===== src/rtl/ab_pattern_sequencer.sv =====
// Gray-order A/B pattern walker that checks the Filter's OutResult once per step.
// Optional fail counter output enabled by SEQ_FAILCNT_EN.
module ab_pattern_sequencer #(
  parameter int DWELL  = 4,
  parameter int SETTLE = 2,
  parameter int PASSES = 2
) (
  input  logic       clk,
  input  logic       rst,
  input  logic       start,
  input  logic       filt_out,
  output logic       A,
  output logic       B,
  output logic       busy,
  output logic       done,
  output logic       pass,
  output logic [1:0] step
`ifdef SEQ_FAILCNT_EN
  ,
  output logic [7:0] fail_cnt
`endif
);

  localparam int CW = $clog2(DWELL);
  localparam int PW = $clog2(PASSES + 1);
  localparam logic [CW-1:0] CMAX = CW'(DWELL - 1);
  localparam logic [CW-1:0] SAMP = CW'(SETTLE);
  localparam logic [PW-1:0] PMAX = PW'(PASSES - 1);

  typedef enum logic [1:0] {
    IDLE,
    RUN,
    DN
  } state_t;

  state_t        state;
  logic [CW-1:0] cnt;
  logic [PW-1:0] pcnt;
  logic          acc;

  logic       sample;
  logic       acc_n;
  logic       last_cnt;
  logic       last;
  logic [1:0] step_n;

  always_comb begin
    sample   = (state == RUN) && (cnt == SAMP);
    acc_n    = acc & (~sample | filt_out);
    last_cnt = (cnt == CMAX);
    last     = last_cnt && (step == 2'd3) && (pcnt == PMAX);
    step_n   = step + 2'd1;
  end

  always_ff @(posedge clk) begin
    if (rst) begin
      state <= IDLE;
      A     <= 1'b0;
      B     <= 1'b0;
      busy  <= 1'b0;
      done  <= 1'b0;
      pass  <= 1'b0;
      step  <= 2'd0;
      cnt   <= '0;
      pcnt  <= '0;
      acc   <= 1'b0;
`ifdef SEQ_FAILCNT_EN
      fail_cnt <= 8'd0;
`endif
    end else begin
      unique case (state)
        IDLE: begin
          done <= 1'b0;
          if (start) begin
            state <= RUN;
            busy  <= 1'b1;
            pass  <= 1'b0;
            acc   <= 1'b1;
            cnt   <= '0;
            pcnt  <= '0;
            step  <= 2'd0;
            A     <= 1'b0;
            B     <= 1'b0;
`ifdef SEQ_FAILCNT_EN
            fail_cnt <= 8'd0;
`endif
          end
        end
        RUN: begin
          acc <= acc_n;
`ifdef SEQ_FAILCNT_EN
          if (sample && !filt_out && fail_cnt != 8'hFF)
            fail_cnt <= fail_cnt + 8'd1;
`endif
          if (last) begin
            state <= DN;
            busy  <= 1'b0;
            done  <= 1'b1;
            pass  <= acc_n;
            A     <= 1'b0;
            B     <= 1'b0;
            step  <= 2'd0;
            cnt   <= '0;
            pcnt  <= '0;
          end else if (last_cnt) begin
            cnt  <= '0;
            step <= step_n;
            // Gray code: A follows the MSB, B is MSB xor LSB
            A    <= step_n[1];
            B    <= step_n[1] ^ step_n[0];
            if (step == 2'd3)
              pcnt <= pcnt + PW'(1);
          end else begin
            cnt <= cnt + CW'(1);
          end
        end
        DN: begin
          done  <= 1'b0;
          state <= IDLE;
        end
        default: state <= IDLE;
      endcase
    end
  end

endmodule

===== config.mk =====
export PLATFORM = sky130hd
export DESIGN_NAME = ab_pattern_sequencer
export DESIGN_NICKNAME = d
export VERILOG_FILES = /design/src/rtl/ab_pattern_sequencer.sv
export SDC_FILE = /design/constraint.sdc
export NUM_CORES = 1
export LEC_CHECK = 0
export ABC_CLOCK_PERIOD_IN_PS = 2500
export CAP_MARGIN = 20
export CORE_AREA = 2 2 39 41
export CTS_BUF_LIST = sky130_fd_sc_hd__clkbuf_8 sky130_fd_sc_hd__clkbuf_16
export DETAILED_ROUTE_END_ITERATION = 10
export DIE_AREA = 0 0 41 43
export PLACE_DENSITY_LB_ADDON = 0.3
export SYNTH_ARGS = -nofsm -noshare
export SYNTH_HDL_FRONTEND = slang
export SYNTH_SLANG_ARGS = --single-unit

===== constraint.sdc =====
create_clock -name clk -period 2.5 [get_ports clk]
set_clock_uncertainty 0.1 [all_clocks]
set_input_delay 0.625 -clock clk [delete_from_list [all_inputs] [get_ports clk]]
set_output_delay 0.625 -clock clk [all_outputs]
set_load 0.01 [all_outputs]

# Word-level counts from Yosys, hierarchy flattened
# Index checks and enable logic that the tools add are counted.
word_totals:
  register_bits: 14
  latch_bits: 0
  ram_bits: 0
  mem_bits_ro: 0
  in_bits: 4
  output_inout_bits: 7
  word_cells: 69
  mem_count: 0
op_classes:
  n_addsub: 3
  multipliers: 0
  n_div: 0
  n_lt_le_gt_ge: 0
  n_eq_ne: 10
  n_shift: 0
  muxes: 29
  n_bitwise: 4
  reduce_logical: 13
ops:
  columns: ["cell", "n"]
  rows:
  - ["$mux 2", 10]
  - ["$pmux 2 s2", 4]
  - ["$pmux 1 s2", 6]
  - ["$mux 1", 9]
  - ["$eq 2x2->1 const B", 4]
  - ["$add 2x1->2 const B", 3]
  - ["$reduce_and 2->1", 3]
  - ["$reduce_and 3->1", 2]
  - ["$eq 2x1->1 const B", 2]
  - ["$ne 2x2->1 const B", 2]
  - ["$reduce_and 4->1", 1]
  - ["$reduce_bool 2->1", 2]
  - ["$logic_and 1x1->1", 3]
  - ["$ne 3x2->1 const B", 1]
  - ["$ne 3x3->1 const B", 1]
  - ["$logic_not 2->1", 1]
  - ["$reduce_or 2->1", 1]
  - ["$and 1x1->1", 1]
  - ["$not 1->1", 1]
  - ["$or 1x1->1", 1]
  - ["$xor 1x1->1", 1]

# Depth between registers and ports, before layout
depth:
  depth_word: 7
  depth_mapped: 5
  ltp_nobuf: 5

# Least setup slack after synthesis
# No wires, ideal clock.
synth_path:
  path_type: "register -> register"
  start: "register step[0]"
  end: "register busy"
  setup_ns: 0.125
  arrival_ns: 1.346
  required_ns: 2.275
  slack_ns: 0.929
  stages_incl_launch_ff: 5
  n_path_buf: 0
  synth_period_minus_slack_ns: 1.571
  cell_sequence: "dfxtp_1 ha_1 nand2_1 or4b_4 o2bb2ai_1"
synth_between:
  elab_chain_len: 5
synth_lines:
  columns: ["item", "line_no", "source"]
  rows:
  - ["start: declaration", "17", "output logic [1:0] step"]
  - ["start signal: assignment", "107", "step <= step_n;"]
  - ["$eq 2x2->1", "51", "last = last_cnt && (step == 2'd3) && (pcnt == PMAX);"]
  - ["$logic_and 1x1->1 (2 in a row)", "51", null]
  - ["$ne 2x2->1 (no source line)", null, null]
  - ["$reduce_and 3->1 (no source line)", null, null]
  - ["end signal: assignment", "60", "busy <= 1'b0;"]
  - ["end signal: assignment", "76", "busy <= 1'b1;"]
  - ["end signal: assignment", "97", "busy <= 1'b0;"]
  - ["end: declaration", "14", "output logic busy,"]
# Every way passes these cells.
# A chain may end at the register's enable or synchronous reset.

# Final worst setup path
layout_path:
  start: "register step[0]"
  end: "output step[0]"
# No word-level cell between the ends.

==> results.json <==
{
  "grt_pass1_vias": 494,
  "clock_path_buffers": 2,
  "overflow": 0,
  "top_layer": "met4",
  "antenna_found_initial": 0,
  "coreArea_sq_um": 1384,
  "hp-class": "flip-flop to flip-flop",
  "critPathBufInv": 1,
  "end_kind": "output pin",
  "r2r_setup_slack_ps": 890,
  "yosysWarnings": 0,
  "dr.pass1.iters": 4,
  "setup_violations": 0,
  "peakVddDrop_uv": 256.3,
  "die_h_microns": 43,
  "cts_hold_buf": 0,
  "grt_max_degree": 15,
  "io_pins": 11,
  "finalCritPeriodShare_pct": 77.74,
  "cts_setup_buffers": 0,
  "crit_slowest_cell": "clkdlybuf4s50_1",
  "yosysUniqueCellTypes": 30,
  "cts_sinks": 13,
  "fmaxAchievable_ghz": 0.5145,
  "critical_path_required_ps": 1770,
  "cts_resized": 0,
  "power_leakage_nw": 0.2899,
  "rows": 14,
  "wl_met3_microns": 51,
  "cts_buffers": 3,
  "synth_area_sq_um": 634.4,
  "power_density_nw_per_um2": 564.7,
  "initial_core_util_pct": 45.84,
  "routed-via-count": 525,
  "dieArea_sq_um": 1763,
  "grt_pass1_wl_mm": 1.980,
  "r2r_cells": 4,
  "final_max_slew_viol_count": 0,
  "slew_headroom_pct": 74.63,
  "wl_per_cell_microns": 11.93,
  "synth_cells": 70,
  "stdcell_area_sq_um": 780.7,
  "wl_met1_microns": 521,
  "fin_setup_tns_ps": 0,
  "fillers": 122,
  "cp-start-kind": "flip-flop",
  "cpPeakStageDelay_ps": 570,
  "cp_top_family": "buffers and inverters",
  "routed_wl_mm": 1.157,
  "max-cap-violations": 0,
  "cts_tree": "yes",
  "gp_congestion": 0.7847,
  "worstPathMaxFanout": 5,
  "worstSetupPathType": "flip-flop to output pin",
  "ant_nets": 0,
  "ys_seq_elements": 13,
  "cp.depth": 1,
  "syn_nets": 77,
  "drive_gt1_share_pct": 8.642,
  "detail_route.vias_per_cell": 5.412,
  "dpl.hpwl_microns": 823,
  "root_buffer": "clkbuf_8",
  "finalNetCount": 89,
  "cts.clk_slew.worst_paths_ps": 60,
  "rsz0062_at_grt": "no",
  "synth-seq-area-share_pct": 41.03,
  "syn2layout_area_growth_pct": 23.08,
  "wl_met2_microns": 547,
  "grt_use_total_pct": 17.37,
  "drt_iter0_markers": 12,
  "finalCriticalPeriod_ps": 1944,
  "port_buffers": 10,
  "final_hold_viol_count": 0,
  "worstMarginPinSlew_ps": 380.1,
  "die_w_microns": 41,
  "status": "finished, final reports clean",
  "worst_ep_arrival_time_ps": 1220,
  "drc": 0,
  "placed_cell_area_sq_um": 735.7,
  "antenna_cells": 0,
  "htreeDepth": 1,
  "worstHoldPathCells": 2,
  "crit_path_cell_trace": "clkdlybuf4s50_1",
  "avgSynthCellArea_sq_um": 9.062,
  "clkLatencyLatePin_ps": 250
}
## path summary, 6_finish.rpt
kind | startpoint | end
max | step[0] | step[0]
min | done | done
max reg2reg | step[0] | busy
min reg2reg | done | done
## kinds of logic after synthesis
kind of cell             count (synthesis)  share of synthesized area (%)
adder cells (fa/ha/maj)                  3                          5.918
AND/OR/NAND/NOR                         26                          25.64
buffers and inverters                    8                          6.509
multiplexers                             1                          1.578
flip-flops                              13                          41.03
AO/OA/AOI/OAI                           18                          17.95
XOR/XNOR                                 1                          1.381
## state kept, by name, indices dropped and copies added (netlist names), 2 cells and up
name   flops
state      2
cnt        2
pcnt       2
step       2
## report_power, final
group / switching (W) / internal (W)
Clock: 0.0000770 / 0.000108
Combinational: 0.0000152 / 0.0000201
Sequential: 0.00000667 / 0.000213
## cells in the mapped netlist
| cell type | instances | area [sq um] |
|---|---|---|
| or4b_4 | 1 | 13.76 |
| mux2i_1 | 1 | 10.01 |
| nor3b_1 | 1 | 7.510 |
| o21ai_0 | 4 | 20.02 |
| nand2b_4 | 1 | 13.76 |
| a2bb2oi_1 | 1 | 8.760 |
| clkbuf_1 | 2 | 7.510 |
| nor2_1 | 4 | 15.01 |
| a21boi_0 | 1 | 7.510 |
| o2bb2ai_1 | 1 | 8.760 |
| or3_1 | 1 | 6.260 |
| o32ai_1 | 2 | 17.52 |
| nand3_1 | 1 | 5.000 |
| or3b_2 | 1 | 8.760 |
| ha_1 | 3 | 37.54 |
| nand3b_1 | 1 | 7.510 |
| inv_1 | 4 | 15.01 |
| nor3_1 | 1 | 5.000 |
| buf_6 | 1 | 11.26 |
| o22ai_1 | 1 | 6.260 |
| buf_4 | 1 | 7.510 |
| xor2_1 | 1 | 8.760 |
| dfxtp_1 | 13 | 260.3 |
| a21oi_1 | 6 | 30.03 |
| o21bai_1 | 2 | 15.01 |
| nand4_1 | 1 | 6.260 |
| nor2b_1 | 2 | 12.51 |
| nand2_1 | 6 | 22.52 |
| nand2b_1 | 3 | 18.77 |
| nor4bb_1 | 2 | 20.02 |
## layer usage
layer	up-vias	global-route usage, %
li1	272	-
met1	233	17.70
met2	14	25.31
met3	6	7.853
met4	0	14.67
met5	-	0
## final cells by class
| class | instances | area [sq um] | share of cell area (%) |
|---|---|---|---|
| tap | 16 | 20.02 | 2.564 |
| multi-input combinational | 49 | 332.8 | 42.63 |
| clock buffer | 3 | 41.29 | 5.288 |
| inverter | 4 | 15.01 | 1.923 |
| clock inverter | 1 | 3.754 | 0.4808 |
| sequential | 13 | 260.3 | 33.33 |
| timing repair buffer | 11 | 107.6 | 13.78 |
## through the flow
step                      hold slack, ps  utilization, %  instances  setup slack, ps  power [W]
final                              366.2           56.42         97            556.4  0.0004409
after global routing               402.9           56.42         97            527.7  0.0004640
after CTS                          370.1           56.42         97            554.6  0.0004479
after detailed placement           360.8           53.16         93            484.6  0.0002599
after global placement             355.4           53.16         93            521.7  0.0002594
after floorplan                    356.2               -         70            929.4  0.0002454
## cell usage in the layout, fill, tap and decap left out
| master | n |
|---|---|
| dfxtp_1 | 13 |
| clkdlybuf4s50_1 | 10 |
| nand2_1 | 6 |
| a21oi_1 | 6 |
| inv_1 | 5 |
| o21ai_0 | 4 |
| nor2_1 | 4 |
| nand2b_1 | 3 |
| ha_1 | 3 |
| clkbuf_8 | 3 |
| nor4bb_1 | 2 |
| o32ai_1 | 2 |
| nor2b_1 | 2 |
| o21bai_1 | 2 |
| xor2_1 | 1 |
| nand2b_4 | 1 |
| or4b_4 | 1 |
| or3b_2 | 1 |
| o2bb2ai_1 | 1 |
| nand3_1 | 1 |
| nand3b_1 | 1 |
| mux2i_1 | 1 |
| o22ai_1 | 1 |
| a2bb2oi_1 | 1 |
| nand4_1 | 1 |
| nor3b_1 | 1 |
| or3_1 | 1 |
| a21boi_0 | 1 |
| nor3_1 | 1 |
| buf_4 | 1 |
Power figures use the tool's default switching activity.
